## src/rtl/mem_responder.sv

```systemverilog
// mem_responder: word-addressed 16-bit memory answering the Enable/RW/MFC handshake after a programmable wait
module mem_responder #(
  parameter int ADDR_W      = 8,
  parameter int WAIT_CYCLES = 2
) (
  input  logic              clk,
  input  logic              reset,
  input  logic              Enable,
  input  logic              RW,
  input  logic [15:0]       addr,
  input  logic [15:0]       data_in,
  output logic [15:0]       data_out,
  output logic              MFC,
  output logic              err,
  output logic              busy,
  input  logic              load_en,
  input  logic [ADDR_W-1:0] load_addr,
  input  logic [15:0]       load_data
);
  typedef enum logic [1:0] {IDLE, WAIT, DONE} state_t;
  state_t state;
  logic [15:0] mem [2**ADDR_W];
  logic [15:0] a_lat, d_lat;
  logic rw_lat;
  logic [3:0] cnt;
  logic in_range, ld_wr, acc_wr;
  logic [ADDR_W-1:0] idx;
  assign idx = a_lat[ADDR_W-1:0];
  assign in_range = (a_lat >> ADDR_W) == 16'h0;
  assign busy = state != IDLE;
  assign ld_wr = state == IDLE && load_en;
  assign acc_wr = state == WAIT && Enable && cnt == 4'd0 && !rw_lat && in_range;
  always_ff @(posedge clk)
    if (!reset && (ld_wr || acc_wr))
      mem[ld_wr ? load_addr : idx] <= ld_wr ? load_data : d_lat;
  always_ff @(posedge clk)
    if (reset) begin
      state <= IDLE;
      MFC <= 1'b0;
      err <= 1'b0;
      data_out <= 16'h0;
      cnt <= 4'd0;
    end else
      case (state)
        IDLE:
          if (!load_en && Enable) begin
            a_lat <= addr;
            rw_lat <= RW;
            d_lat <= data_in;
            cnt <= 4'(WAIT_CYCLES);
            state <= WAIT;
          end
        WAIT:
          if (!Enable) state <= IDLE;
          else if (cnt != 4'd0) cnt <= cnt - 4'd1;
          else begin
            state <= DONE;
            MFC <= 1'b1;
            err <= !in_range;
            if (rw_lat) data_out <= in_range ? mem[idx] : 16'h0;
          end
        DONE:
          if (!Enable) begin
            state <= IDLE;
            MFC <= 1'b0;
            err <= 1'b0;
          end
        default: state <= IDLE;
      endcase
endmodule

```

## config.mk

```make
export PLATFORM = sky130hd
export DESIGN_NAME = mem_responder
export DESIGN_NICKNAME = d
export VERILOG_FILES = /design/src/rtl/mem_responder.sv
export SDC_FILE = /design/constraint.sdc
export NUM_CORES = 2
export LEC_CHECK = 0
export CAP_MARGIN = 10
export CORE_MARGIN = 2
export CORE_UTILIZATION = 55
export CTS_BUF_LIST = sky130_fd_sc_hd__clkbuf_4 sky130_fd_sc_hd__clkbuf_8 sky130_fd_sc_hd__clkbuf_16
export CTS_CLUSTER_DIAMETER = 100
export DETAILED_ROUTE_END_ITERATION = 7
export HOLD_SLACK_MARGIN = 0.02
export PLACE_DENSITY = 0.71
export SETUP_SLACK_MARGIN = 0.5
export SLEW_MARGIN = 10
export SYNTH_ARGS = -nofsm -noshare
export SYNTH_HDL_FRONTEND = slang
export SYNTH_SLANG_ARGS = --single-unit
export TNS_END_PERCENT = 20
```

## constraint.sdc

```tcl
create_clock -name clk -period 8.65 [get_ports clk]
set_input_delay 2.595 -clock clk [delete_from_list [all_inputs] [get_ports clk]]
set_output_delay 2.595 -clock clk [all_outputs]
set_load 0.05 [all_outputs]
```

# Word-level counts from Yosys, hierarchy flattened

Memories as Yosys holds them, arrays and structs flattened. A register that Yosys moved wholly into a read port is not among the register bits.
Cells that the tools add are included.
W data, S select, Z words.

Word-level logic and storage cells: 66
Memories kept: 1
Bits of input ports: 61
Register bits after elaboration: 57
RAM bits: 4096

Bitwise gates (word level): 2
Add/sub/neg operators: 1
Mux-type cells: 22
Reduce and logical (&&, ||, !) cells: 24
Equal/unequal tests: 8

Memories:

| name | depth | bits a word | read ports | clocked after Yosys merged registers in | wr ports | line | RTL |
|---|---|---|---|---|---|---|---|
| mem  | 256   | 16          | 1          | 1                                       | 1        | 22   | `logic [15:0] mem [2**ADDR_W];` |

Operators with widths:

| kind                  | count |
|---|---|
| $mux W16              | 2 |
| $logic_not A16 Y1     | 1 |
| $mux W8               | 2 |
| $mux W4               | 3 |
| $reduce_and A4 Y1     | 3 |
| $mux W2               | 4 |
| $pmux W4 S2           | 1 |
| $logic_and A1 B1 Y1   | 7 |
| $mux W1               | 7 |
| $ne A2 B2 Y1 const B  | 3 |
| $pmux W2 S3           | 1 |
| $reduce_and A3 Y1     | 2 |
| $reduce_bool A2 Y1    | 3 |
| $logic_not A1 Y1      | 4 |
| $logic_not A4 Y1      | 1 |
| $ne A2 B1 Y1 const B  | 2 |
| $pmux W1 S2           | 2 |
| $reduce_bool A4 Y1    | 1 |
| $sub A4 B1 Y4 const B | 1 |
| $ne A3 B3 Y1 const B  | 1 |
| $eq A2 B1 Y1 const B  | 1 |
| $eq A2 B2 Y1 const B  | 1 |
| $logic_not A2 Y1      | 1 |
| $not A1 Y1            | 2 |
| $logic_or A1 B1 Y1    | 1 |

# Depth between registers and ports, before layout

Word-level depth: 9
Mapped depth: 13

# Least setup slack after synthesis

No wires, ideal clock.

Path type: input to register
From: input port load_en
To: memory mem[0][10] (data pin)
Setup slack: 0.885 ns
Stages on the path: 6
Data required time: 7.827 ns
Data arrival time: 6.942 ns
Path buffers: 3
Setup time: 0.823 ns
Path through: nor3b_1 clkbuf_1 buf_1 buf_1 nand2_1 nand2_1

Word-level cells in the longest chain between the ends: 2

Ends and longest elaborated chain:

| element             | line | RTL |
|---|---|---|
| from (decl)         | 16   | `input logic load_en,` |
| $logic_and A1 B1 Y1 | 31   | `assign ld_wr = state == IDLE && load_en;` |
| $mux W16            | 35   | `mem[ld_wr ? load_addr : idx] <= ld_wr ? load_data : d_lat;` |
| to (decl)           | 22   |  |

No other way between the ends.

# Worst setup path in the final report

From: input port Enable
To: memory mem[121][12] (enable)

Word-level cells in the longest chain between the ends: 8

Ends and longest elaborated chain:

| element                          | line | RTL |
|---|---|---|
| from (decl)                      | 8    | `input logic Enable,` |
| $logic_and A1 B1 Y1 (4 in a row) | 32   | `assign acc_wr = state == WAIT && Enable && cnt == 4'd0 && !rw_lat && in_range;` |
| $logic_or A1 B1 Y1               | 34   | `if (!reset && (ld_wr \|\| acc_wr))` |
| $logic_and A1 B1 Y1              | 34   |  |
| $mux W1                          | 34   |  |
| $mux W1                          | 35   |  |

No other way between the ends.

==> flow_summary.json <==
{
  "hold_violations": 0,
  "grt_setup_unrepaired": "no",
  "pin_count": 80,
  "rows": 197,
  "portBuffers": 79,
  "critPathMaxStageDelay_ns": 0.96,
  "violations": "design-rule violations",
  "regArea_mm2": 0.125,
  "min-delay-start": "MFC",
  "relSlewSlack_pct": 2.27,
  "ant_nets": 0,
  "setup_viol": 0,
  "antenna_found_initial": 40,
  "critPathLaunchType": "input pin",
  "cap_violations": 0,
  "ctsLongestPathBuffers": 4,
  "placed_cells": 11300,
  "clock_sinks": 4161,
  "final_max_slew_viol_count": 0,
  "cp.arrival_ns": 6.93,
  "clkSlewWorstSetupHoldPaths_ns": 0.06,
  "dp_slack_ns": 1.57,
  "whs_path_depth": 2,
  "finalNetCount": 8000,
  "synth.distinct_cells": 76,
  "synth_seq_cells": 4161,
  "die_x_um": 542,
  "yosys_warnings": 0,
  "reg2regPathDepth": 9,
  "avgSynthCellArea_um2": 21.4,
  "start_util_pct": 55.3,
  "syn_inst": 7446,
  "drt-vias-per-instance": 6.92,
  "path_class": "in2reg",
  "r2r_slack_ns": 3.33,
  "max_freq_mhz": 159,
  "critPathTopFamily": "simple AND/OR/NAND/NOR gates",
  "grt_overflow_total": 0,
  "cts_tree": "done",
  "crit_cells": 9,
  "grt_use_total_pct": 31.5,
  "wl_mm": 463,
  "tightest_slew_ns": 1.45,
  "hold_path.class": "reg2reg",
  "hold-path-endpoint": "MFC",
  "syn_to_final_growth_pct": 13.2,
  "htreeDepth": 5,
  "fill_cells": 18700,
  "final_util_pct": 62.6,
  "fin_skew_ns": 0.0882,
  "ys.flop_type": "edfxtp_1",
  "die-area_mm2": 0.294,
  "multi_input_area_mm2": 0.0330,
  "p_per_area_mw_per_mm2": 238,
  "power_leakage_nw": 56.7,
  "r2r-end": "data_out[6]",
  "core_area_mm2": 0.288,
  "drc": 17,
  "clk_latency_ns": 0.97,
  "first_global_vias": 80800,
  "drt-initial-drc-count": 14600,
  "crit_path_top_delay_cell": "nand3_2",
  "gp_congestion": 0.979,
  "setup_tns_ns": 0,
  "drtPass1Iterations": 8,
  "design_power_total_mw": 42.8,
  "ir_drop_mv": 0.196,
  "crit_fanout": 10,
  "drive_gt1_share_pct": 26.0,
  "cts_setup_buffers": 0,
  "yosysSeqAreaShare_pct": 78.2,
  "syn_area_mm2": 0.159,
  "final_cell_count_no_fill": 12100,
  "min_period_ns": 6.31,
  "path_cells": "clkdlybuf4s50_1 > nand3_2 > o31ai_1 > inv_1 > nor3_1 > nand3_2 > buf_4 > nor2_1 > buf_4",
  "syn_nets": 7508,
  "status": "finished with violations",
  "critPathBufInv": 4,
  "root_buffer": "clkbuf_16",
  "period_share_pct": 72.9,
  "cts_hold_buf": 0,
  "routedWlPerCell_um": 38.4,
  "grt_max_degree": 153,
  "worstPathRequired_ns": 9.28,
  "fin_ws_ns": 2.34,
  "dp_hpwl_mm": 286,
  "post_cts_resized": 0,
  "end_kind": "register",
  "cts_made_buffers": 401,
  "grt_first_pass_wirelength_mm": 639,
  "dieHeight_um": 542,
  "async_flop_share_pct": 0,
  "synth_edf_count": 4129,
  "via_count": 83500
}
## cell usage after synthesis, drive strengths merged, types with 15 or more instances
cell | number | area [um2]
o22ai | 147 | 920
a21oi | 95 | 475
edfxtp | 4129 | 124000
nor2 | 366 | 1370
nor4 | 23 | 150
clkbuf | 161 | 604
buf | 260 | 1440
a211oi | 24 | 180
a2111oi | 15 | 131
nand3 | 87 | 440
a31oi | 28 | 175
a22o | 16 | 140
mux4 | 935 | 21100
nand4 | 21 | 131
nor2b | 26 | 163
dfxtp | 32 | 641
nand2b | 22 | 138
o21ai | 72 | 360
nand2 | 298 | 1120
mux2 | 18 | 203
o221ai | 33 | 289
a22oi | 143 | 1070
and2 | 20 | 125
nor3 | 60 | 300
mux2i | 227 | 2270
## worst reg2reg max path: cells and delay by family, from the launching register on
| family | cells | cell delay [ns] |
|---|---|---|
| flip-flops | 1 | 0.69 |
| buffers and inverters | 3 | 2.05 |
| AO/OA/AOI/OAI | 4 | 1.40 |
| AND/OR/NAND/NOR | 2 | 1.05 |
## logic make-up after synthesis
| group | after synthesis | share of synthesized area, % |
|---|---|---|
| muxes | 1180 | 14.8 |
| and+or+nand+nor | 996 | 2.82 |
| adders and majority gates | 1 | 0.00785 |
| xor gates and xnor gates | 3 | 0.0165 |
| buffers and inverters | 434 | 1.31 |
| AOI/OAI and AO/OA | 671 | 2.87 |
| DFF | 4161 | 78.2 |
## worst max-delay path by stage
stage                        end  slack (ns)    start
global route        mem[121][12]        2.26  load_en
detailed placement   mem[121][4]        1.57   Enable
CTS                 mem[121][12]        2.49   Enable
floorplan             mem[0][10]        0.88  load_en
finish              mem[121][12]        2.34   Enable
global placement     mem[121][4]        1.59   Enable
## placed cells by master, fill, tap and decap left out, drive strengths merged, types with 79 or more instances in the layout
cell           Yosys  routed
mux2i            227     227
clkbuf           161     496
edfxtp          4129    4129
nand3             87      87
nor2             366     366
mux4             935     935
a21oi             95      95
a22oi            143     143
clkinv             1     158
clkdlybuf4s50      0      79
nand2            298     298
buf              260     430
o22ai            147     147
## routing by layer
layer,vias to the layer above,global-route usage [%],share of wire (%)
met4,40,17.2,6.6
met5,-,0,0.079
li1,32300,-,-
met1,43400,43.0,35
met3,1176,8.96,14
met2,6579,46.3,45
## metrics by stage
| step | hold WS, ns | area (um2) |
|---|---|---|
| detailed placement | 0.480 | 167000 |
| global placement | 0.464 | 167000 |
| CTS | 0.488 | 180000 |
| floorplan | 0.440 | 159000 |
| global route | 0.521 | 180000 |
| finish | 0.492 | 180000 |
## registers in the layout (all words and copies together) (netlist names), named ones only
signal and count:
data_out 16, a_lat 16, mem 4096, MFC 1, cnt 4, err 1
rw_lat 1, state 2, d_lat 16
## where the power goes
group | total, mW | switching [mW] | leakage (nW) | internal (mW)
registers | 22.4 | 0.0394 | 37.5 | 22.4
logic | 2.57 | 1.86 | 12.6 | 0.715
clock network | 17.8 | 7.50 | 6.63 | 10.3
total | 42.8 | 9.40 | 56.7 | 33.4
## layout make-up
cell class,instances,area share [%]
timing repair buffer,510,2.50
sequential,4161,69.1
clock buffer,495,6.05
antenna,13,0.0180
clock inverter,236,1.37
multi-input combinational,2851,18.3
tap,3781,2.62
inverter,13,0.0298
Power figures use the tool's default switching activity.
